[src/rtl/speck_round_engine.sv]
// Iterative Speck-style block cipher round engine: one cipher round and one
// key-schedule round per clock. Handshakes with the upstream control FSM via a
// level start request and returns eqz once all rounds are done, holding the
// ciphertext until the request drops.
module speck_round_engine #(
  parameter int W      = 32,
  parameter int ROUNDS = 27,
  parameter int ALPHA  = 8,
  parameter int BETA   = 3
) (
  input  logic           clk,
  input  logic           reset_1,
  input  logic           start_speck,
  input  logic [2*W-1:0] X,
  input  logic [2*W-1:0] K1,
  output logic           eqz,
  output logic           busy,
  output logic [2*W-1:0] ct
);

  localparam int RW = $clog2(ROUNDS + 1);
  localparam logic [RW-1:0] LAST_RND = RW'(ROUNDS - 1);

  typedef enum logic [1:0] {
    IDLE = 2'd0,
    RUN  = 2'd1,
    DONE = 2'd2
  } state_t;

  state_t         state_q, state_d;
  logic           armed_q, armed_d;
  logic           eqz_q, eqz_d;
  logic           busy_q, busy_d;
  logic [2*W-1:0] ct_q, ct_d;
  logic [W-1:0]   x_q, x_d;
  logic [W-1:0]   y_q, y_d;
  logic [W-1:0]   k_q, k_d;
  logic [W-1:0]   l_q, l_d;
  logic [RW-1:0]  rnd_q, rnd_d;

  logic [W-1:0]   xRound, yRound, lRound, kRound;

  function automatic logic [W-1:0] ror(input logic [W-1:0] v, input int unsigned s);
    return (v >> s) | (v << (W - s));
  endfunction

  function automatic logic [W-1:0] rol(input logic [W-1:0] v, input int unsigned s);
    return (v << s) | (v >> (W - s));
  endfunction

  // The x update consumes the current round key k; the key schedule advances
  // in parallel so the next round sees the freshly derived key.
  assign xRound = (ror(x_q, ALPHA) + y_q) ^ k_q;
  assign yRound = rol(y_q, BETA) ^ xRound;
  assign lRound = (k_q + ror(l_q, ALPHA)) ^ W'(rnd_q);
  assign kRound = rol(k_q, BETA) ^ lRound;

  // Next-state logic: load on an armed start, iterate rounds, hold result until start drops.
  always_comb begin
    state_d = state_q;
    armed_d = armed_q;
    eqz_d   = eqz_q;
    busy_d  = busy_q;
    ct_d    = ct_q;
    x_d     = x_q;
    y_d     = y_q;
    k_d     = k_q;
    l_d     = l_q;
    rnd_d   = rnd_q;
    case (state_q)
      IDLE: begin
        if (start_speck && armed_q) begin
          x_d     = X[2*W-1:W];
          y_d     = X[W-1:0];
          k_d     = K1[W-1:0];
          l_d     = K1[2*W-1:W];
          rnd_d   = '0;
          armed_d = 1'b0;
          busy_d  = 1'b1;
          state_d = RUN;
        end else if (!start_speck) begin
          armed_d = 1'b1;
        end
      end
      RUN: begin
        x_d   = xRound;
        y_d   = yRound;
        k_d   = kRound;
        l_d   = lRound;
        rnd_d = rnd_q + RW'(1);
        if (rnd_q == LAST_RND) begin
          ct_d    = {xRound, yRound};
          eqz_d   = 1'b1;
          busy_d  = 1'b0;
          state_d = DONE;
        end
      end
      DONE: begin
        if (!start_speck) begin
          eqz_d   = 1'b0;
          armed_d = 1'b1;
          state_d = IDLE;
        end
      end
      default: begin
        state_d = IDLE;
      end
    endcase
  end

  // State registers; a synchronous reset abandons any run in progress.
  always_ff @(posedge clk) begin
    if (reset_1) begin
      state_q <= IDLE;
      armed_q <= 1'b1;
      eqz_q   <= 1'b0;
      busy_q  <= 1'b0;
      ct_q    <= '0;
      x_q     <= '0;
      y_q     <= '0;
      k_q     <= '0;
      l_q     <= '0;
      rnd_q   <= '0;
    end else begin
      state_q <= state_d;
      armed_q <= armed_d;
      eqz_q   <= eqz_d;
      busy_q  <= busy_d;
      ct_q    <= ct_d;
      x_q     <= x_d;
      y_q     <= y_d;
      k_q     <= k_d;
      l_q     <= l_d;
      rnd_q   <= rnd_d;
    end
  end

  assign eqz  = eqz_q;
  assign busy = busy_q;
  assign ct   = ct_q;

endmodule

[config.mk]
export PLATFORM = sky130hd
export DESIGN_NAME = speck_round_engine
export DESIGN_NICKNAME = d
export VERILOG_FILES = /design/src/rtl/speck_round_engine.sv
export SDC_FILE = /design/constraint.sdc
export NUM_CORES = 1
export LEC_CHECK = 0
export BUFFER_PORTS_ARGS = -buffer_cell sky130_fd_sc_hd__buf_4
export CORE_MARGIN = 10
export CORE_UTILIZATION = 55
export CTS_BUF_LIST = sky130_fd_sc_hd__clkbuf_8
export CTS_CLUSTER_SIZE = 10
export DETAILED_ROUTE_END_ITERATION = 8
export GPL_ROUTABILITY_DRIVEN = 0
export PLACE_DENSITY = 0.78
export RECOVER_POWER = 100
export SLEW_MARGIN = 15
export SYNTH_ARGS = -nofsm -noshare
export SYNTH_HDL_FRONTEND = slang
export SYNTH_SLANG_ARGS = --single-unit
[constraint.sdc]
create_clock -name clk -period 3.25 [get_ports clk]
set_input_delay 0.1625 -clock clk [delete_from_list [all_inputs] [get_ports clk]]
set_output_delay 0.1625 -clock clk [all_outputs]
set_load 0.005 [all_outputs]
Word-level counts from Yosys, hierarchy flattened
Index checks and enable logic that the tools add are counted.
{"block": "op_classes", "add_sub_neg": 3, "eq_ne": 6, "mux": 23, "bitwise_logic": 8, "n_reduce_logical": 10}
{"operator": "$pmux W32 S2", "n": 4}
{"operator": "$mux W32", "n": 4}
{"operator": "$xor A32 B32 Y32", "n": 3}
{"operator": "$add A32 B32 Y32", "n": 2}
{"operator": "$or A24 B32 Y32", "n": 2}
{"operator": "$or A32 B3 Y32", "n": 2}
{"operator": "$xor A32 B5 Y32", "n": 1}
{"operator": "$pmux W5 S2", "n": 1}
{"operator": "$reduce_and A3 Y1", "n": 3}
{"operator": "$mux W1", "n": 6}
{"operator": "$mux W2", "n": 3}
{"operator": "$ne A2 B2 Y1 const B", "n": 3}
{"operator": "$pmux W1 S2", "n": 3}
{"operator": "$pmux W2 S3", "n": 1}
{"operator": "$reduce_bool A2 Y1", "n": 3}
{"operator": "$add A5 B1 Y5 const B", "n": 1}
{"operator": "$eq A5 B5 Y1 const B", "n": 1}
{"operator": "$mux W5", "n": 1}
{"operator": "$reduce_and A2 Y1", "n": 2}
{"operator": "$eq A2 B1 Y1 const B", "n": 1}
{"operator": "$eq A2 B2 Y1 const B", "n": 1}
{"operator": "$logic_not A2 Y1", "n": 1}
{"operator": "$logic_and A1 B1 Y1", "n": 1}
{"block": "word_totals", "ff_bits": 202, "inputBits": 131, "output_inout_bits": 66, "elab_cells": 60}

Depth between registers and ports, before layout
Gate-level depths: netlist of run 1.
{"block": "logic_depth", "word_depth": 5, "mapped_depth": 12, "depth_no_buf": 12}

Worst setup path after synthesis of run 1
Ideal clock, no wire load.
{"block": "synth_path", "path_kind": "register to register", "from": "register y_q[0]", "to": "register ct_q[28] (netlist: ct[28])", "setup_ns": 0.062, "arrival_ns": 2.747, "required_time_ns": 3.188, "slack_ns": 0.441, "stages_incl_launch_ff": 13, "n_path_buf": 0, "period_less_slack_ns": 2.809, "cell_sequence": "dfxtp_1 ha_1 inv_1 fa_1 nand2b_1 a21oi_2 nor3_1 o21ai_2 a211oi_1 nand2b_1 o311a_1 or4_1 nand3_1"}
{"block": "synth_between", "elab_chain_len": 3}
{"item": "from (decl)", "line": "36", "source": "logic [W-1:0] y_q, y_d;"}
{"item": "from (signal assigned)", "line": "131", "source": "y_q <= y_d;"}
{"item": "$add A32 B32 Y32", "line": "53", "source": "assign xRound = (ror(x_q, ALPHA) + y_q) ^ k_q;"}
{"item": "$xor A32 B32 Y32", "line": "53"}
{"item": "$xor A32 B32 Y32", "line": "54", "source": "assign yRound = rol(y_q, BETA) ^ xRound;"}
{"item": "to (signal assigned)", "line": "129", "source": "ct_q <= ct_d;"}
{"item": "to (decl)", "line": "34", "source": "logic [2*W-1:0] ct_q, ct_d;"}
Every way passes these cells.
A chain may end at the register's enable or synchronous reset.

Worst setup path in the final report of run 1
{"block": "layout_path", "from": "register y_q[0]", "to": "register y_q[16]"}
{"block": "layout_between", "elab_chain_len": 4}
{"item": "$add A32 B32 Y32", "line": "53"}
{"item": "$xor A32 B32 Y32", "line": "53"}
{"item": "$xor A32 B32 Y32", "line": "54"}
{"item": "$pmux W32 S2", "line": "70", "source": "case (state_q)"}
Every way passes these cells.

==> results.toml, run 1 <==
[grt]
grt_pass1_wl_um = 67650
grt_max_degree = 94
grt_overflow = 0
grt_pass1_vias = 12573
antenna_found_initial = 0
grt_use_total_pct = 28.86

[critical_path]
required_ps = 3690
path_class = "register to register"
critPathMaxFanout = 4
arrival_ps = 3520
cp-start-kind = "register"
cp-end-kind = "register"

[clock_network]
htree_levels = 2
clock_sinks = 202
clk_latency_ps = 550
cts_buffers = 36
clk_pin_slew_worst_paths_ps = 70
max-clock-path-buffers = 3
root_buffer = "clkbuf_8"
tritoncts = "done"

[synthesis]
synth_fp_nets = 1740
synth_edf_count = 0
avgSynthCellArea_um2 = 8.010
mappedNetlistArea_mm2 = 0.01236
yosysSeqAreaShare_pct = 32.72
synth.distinct_cells = 77
yosysWarningCount = 0
async_reset_ff_share_pct = 0
syn-instance-count = 1543
ys_ff_latch = 202
synth_ff_type = "dfxtp_1"

[route]
first_pass_iters = 6
antenna_left = 0
vias = 12965
via_per_inst = 6.248
detail_route.iter0.violations = 1423
drt-wirelength-per-cell_um = 21.06
drc = 0
routed_wl_um = 43700

[die]
num_io_pins = 197
start_util_pct = 56.28
die_h_um = 169.9
die_area_mm2 = 0.02887
core-area_mm2 = 0.02196
die_x_um = 169.9
num_rows = 54

[status]
failed_checks = "max-capacitance violations, max-slew violations"
run_status = "complete, but fails checks"

[pwr]
leakagePower_nw = 6.600
peakVddDrop_mv = 0.3539
powerDensity_mw_per_mm2 = 550.5
power.total_w = 0.008432

[run]
maxCapViolCount = 2

[placed_design]
placed_area_mm2 = 0.01408
io_buffers = 196
dp.cells = 1953
dpl.hpwl_um = 31620

[cells_and_area]
fillers = 1817
layout.nets = 1968
fin_area_mm2 = 0.01532
areaGrowthSynthToFinish_pct = 23.92
drive_gt1_share_pct = 15.72
instances_no_fill = 2075

[timing]
final.setup.tns_ps = 0
slew_headroom_pct = -9.138
max_freq_mhz = 324.7
finClkSkew_ps = 27.51
worstMarginPinSlew_ps = 1633
fin_crit_ps = 3080
fin_crit_sh_pct = 94.77
setup_violations = 0
hold_violations = 0
slew_viol_final = 77
rsz0062_at_grt = "false"

[worst_hold_path]
holdCritPathClass = "primary input to register"
[worst max-delay path: stages, from the launching register on]
cell      delay [ps]
dfxtp_1          360
ha_1             200
inv_1             60
fa_1             380
nand2b_1         190
a21oi_2          200
nor3_1           110
o21ai_2          200
buf_4            170
a31oi_1          100
xnor2_1          490
xor2_1           240
a21oi_1          100
a21o_1           190
[timing repair]
item                       4_1_cts  5_1_grt
buffers inserted                 0        0
hold buffers                    60        0
resized for setup                0        8
hold endpoints to repair        61        0
setup endpoints to repair        0       10
[Yosys cell counts, types with 8 or more instances]
master | n | share of area (%)
a21oi_1 | 170 | 6.9
nand4_1 | 13 | 0.66
and2_1 | 8 | 0.40
buf_1 | 8 | 0.24
o22ai_1 | 12 | 0.61
a221oi_1 | 19 | 1.3
xnor2_1 | 87 | 6.2
nor3_1 | 26 | 1.1
nor2_1 | 145 | 4.4
clkbuf_1 | 86 | 2.6
nand2b_1 | 10 | 0.51
xor2_1 | 58 | 4.1
o21a_1 | 8 | 0.49
a21o_1 | 51 | 3.1
ha_1 | 64 | 6.5
o21ai_1 | 13 | 0.53
a31oi_1 | 9 | 0.46
o21ai_0 | 100 | 4.0
o211ai_1 | 12 | 0.73
dfxtp_1 | 202 | 33
nand3_1 | 24 | 0.97
a211oi_1 | 40 | 2.4
nand3b_1 | 9 | 0.55
o221ai_1 | 48 | 3.4
nand2_1 | 174 | 5.3
inv_1 | 24 | 0.73
[power breakdown]
group	internal [W]	switching, W	total, W
Sequential	0.00269	0.000249	0.00294
Clock	0.00140	0.00110	0.00250
Combinational	0.00119	0.00180	0.00299
[through the flow]
stage	hold WS (ps)	utilization (%)	worst slack, ps
final	13.42	69.75	170.0
after global placement	427.4	64.10	219.1
after floorplan	327.2	-	441.0
after CTS	0.1285	70.21	119.0
after detailed placement	437.3	64.10	142.8
after global routing	16.36	69.74	0.5316
[cell usage in the layout, fill, tap and decap left out, types with 13 or more instances in the layout]
| cell type | count |
|---|---|
| dfxtp_1 | 201 |
| nand3_1 | 24 |
| nor3_1 | 26 |
| clkbuf_1 | 30 |
| xor2_1 | 58 |
| clkbuf_4 | 41 |
| dlygate4sd3_1 | 60 |
| nor2_1 | 141 |
| a21oi_1 | 170 |
| clkbuf_8 | 45 |
| nand4_1 | 13 |
| a21o_1 | 51 |
| o21ai_1 | 13 |
| ha_1 | 64 |
| o21ai_0 | 100 |
| nand2_1 | 174 |
| buf_4 | 162 |
| o221ai_1 | 48 |
| inv_1 | 34 |
| xnor2_1 | 87 |
| a221oi_1 | 19 |
| a211oi_1 | 40 |
[final timing paths]
check                           depth (start not counted)  startpoint  endpoint  slack [ps]
worst min register to register                          2     l_q[31]   l_q[31]         450
worst max-delay path                                   13      y_q[0]   y_q[16]         170
worst min-delay path                                    3       X[54]   x_q[22]          10
worst max register to register                         13      y_q[0]   y_q[16]         170
[sequential cells by signal, indices dropped and copies added (netlist names), 2 cells and up]
register,flops
ct,64
k_q,32
l_q,32
rnd_q,5
state_q,2
x_q,32
y_q,32
[routing by layer]
layer	vias up	global-route usage, %	wire (um)	part of all wire, %
met5	-	0	0	0
met3	112	5.738	4002	9.2
met1	6132	36.26	18000	41
li1	6065	-	-	-
met2	656	47.15	19930	46
met4	0	12.43	1764	4.0
[layout make-up]
| type | instances | area (um^2) | share of cell area (%) |
|---|---|---|---|
| Antenna cell | 1 | 2.502 | 0.01634 |
| Tap cell | 280 | 350.3 | 2.287 |
| Timing Repair Buffer | 294 | 2257 | 14.74 |
| Inverter | 24 | 90.09 | 0.5882 |
| Multi-Input combinational cell | 1213 | 7828 | 51.11 |
| Clock inverter | 16 | 121.4 | 0.7924 |
| Clock buffer | 45 | 619.3 | 4.044 |
| Sequential cell | 202 | 4048 | 26.43 |
[logic make-up (layout without fill, tap and decap cells)]
family / Yosys count / in the layout / share of synthesized area [%]
simple gates: 454 / 454 / 16.50
fa+ha+maj: 66 / 66 / 6.803
buf+inv: 128 / 379 / 4.424
xor+xnor: 149 / 149 / 10.96
flops: 202 / 202 / 32.72
compound gates: 540 / 540 / 28.27
mux: 4 / 4 / 0.3240
other cells: 0 / 1 / 0
Power figures use the tool's default switching activity.
==> run 2, diff against run 1 <==
RECOVER_POWER = 25   (was 100)
==> run 2 against run 1 <==
Net effect:
- the flow now finishes without violations
- highest routed layer unchanged
- core utilization rose by 0.17 points
- setup slack improved by 20 ps
- die area unchanged
- wire length down 0.17%
- largest cell class unchanged
- clock-buffer cell count unchanged
- critical endpoint unchanged
- design area is 0.25% higher
- via count shrank 0.50%
- sequential power barely moved
==> results.toml, run 2 (synthesized netlist as in run 1, its figures left out) <==
[clock_network]
htree_levels = 2
clock_sinks = 202
max-clock-path-buffers = 3
cts_buffers = 36
root_buffer = "clkbuf_8"
tritoncts = "done"
clk_pin_slew_worst_paths_ps = 70
clk_latency_ps = 550

[die]
start_util_pct = 56.28
die_x_um = 169.9
die_h_um = 169.9
num_io_pins = 197
die_area_mm2 = 0.02887
num_rows = 54
core-area_mm2 = 0.02196

[critical_path]
required_ps = 3700
critPathMaxFanout = 4
cp-start-kind = "register"
r2r_end = "y_q[16]"
cp-end-kind = "register"
arrival_ps = 3510
regToRegSetupSlack_ps = 190
reg2reg_from = "y_q[0]"
critPathLaunch = "y_q[0]"
path_class = "register to register"
r2r_cells = 13

[route]
vias = 12900
detail_route.iter0.violations = 1443
antenna_left = 0
drc = 0
first_pass_iters = 5
drt-wirelength-per-cell_um = 21.02
via_per_inst = 6.217
routed_wl_um = 43630

[timing]
slew_headroom_pct = 36.89
hold_violations = 0
fin_crit_ps = 3060
worstMarginPinSlew_ps = 946.7
hold_slack_ps = 12.74
final.setup.tns_ps = 0
setup_ws_ps = 190.4
fin_crit_sh_pct = 94.14
slew_viol_final = 0
setup_violations = 0
rsz0062_at_grt = "false"
finClkSkew_ps = 26.00
max_freq_mhz = 326.8

[placed_design]
dp_slack_ps = 142.8
placed_area_mm2 = 0.01408
dpl.hpwl_um = 31620
io_buffers = 196
dp.cells = 1953

[pwr]
powerDensity_mw_per_mm2 = 550.7
leakagePower_nw = 6.623
peakVddDrop_mv = 0.3530

[cells_and_area]
layout.cells.most_common = "dfxtp_1"
drive_gt1_share_pct = 16.05
areaGrowthSynthToFinish_pct = 24.23
mostFrequentLayoutCells = "dfxtp_1 (201), nand2_1 (173), a21oi_1 (170)"
largest_reg_flops = 64
fin_area_mm2 = 0.01535
layout.nets = 1968
instances_no_fill = 2075
fillers = 1806

[status]
run_status = "completed"

[grt]
grt_overflow = 0
grt_use_total_pct = 28.86
antenna_found_initial = 0
grt_pass1_wl_um = 67650
grt_pass1_vias = 12573
grt_max_degree = 94

[worst_hold_path]
min_to = "x_q[22]"
worstHoldPathCells = 3
holdCritPathClass = "primary input to register"
min_from = "X[54]"

[run]
maxCapViolCount = 0
[run 2: changes by cell type in the layout (fill, tap and decap cells not counted), sizes merged]
| cell | change |
|---|---|
| clkbuf | -5 |
| buf | +5 |
[run 2: where the power goes]
group | internal (W) | total, W | switching [W] | leakage, nW
clock | 0.00140 | 0.00251 | 0.00110 | 0.421
combinational | 0.00121 | 0.00301 | 0.00180 | 4.55
sequential | 0.00269 | 0.00294 | 0.000250 | 1.65
total | 0.00530 | 0.00846 | 0.00315 | 6.62
[run 2: metal layers]
metal,track usage [%],up-vias,wire (um)
li1,-,6061,-
met1,36.26,6081,17960
met2,47.15,637,19870
met3,5.738,121,3983
met4,12.43,0,1808
met5,0,-,0
[run 2: area by class of cell]
class	instances	area (um^2)	share of cell area, %
inverters	24	90.09	0.5867
well taps	280	350.3	2.282
repair buffers	294	2285	14.88
clock inverters	16	121.4	0.7905
clock buffers	45	619.3	4.034
flip-flops and latches	202	4048	26.36
multi-input cells	1213	7838	51.05
diodes	1	2.502	0.01630
[run 2: worst max-delay path by stage]
stage,endpoint,slack [ps],cells after the start
after global placement,k_q[22],220,12
after detailed placement,k_q[22],140,12
final,y_q[16],190,13
after global routing,k_q[26],0.5,12
after CTS,k_q[22],120,12
after floorplan,ct[28],440,12
[run 2: timing repair]
action | in CTS | in global routing
resized for setup | 0 | 8
setup endpoints to repair | 0 | 10
hold buffers | 60 | 0
buffers inserted | 0 | 0
hold endpoints to repair | 61 | 0
[run 2: worst max-delay path, stage by stage, from the launching register on]
cell      delay [ps]
dfxtp_1          360
ha_1             190
inv_1             60
fa_1             380
nand2b_1         190
a21oi_2          200
nor3_1           110
o21ai_2          200
buf_4            170
a31oi_1          100
xnor2_1          490
xor2_1           240
a21oi_1           90
a21o_1           190
[run 2: per-stage QoR]
stage | utilization, % | power, W
2_1_floorplan | - | 0.004912
3_3_place_gp | 64.10 | 0.005798
3_5_place_dp | 64.10 | 0.005840
4_1_cts | 70.21 | 0.008377
5_1_grt | 69.91 | 0.008814
6_report | 69.92 | 0.008455
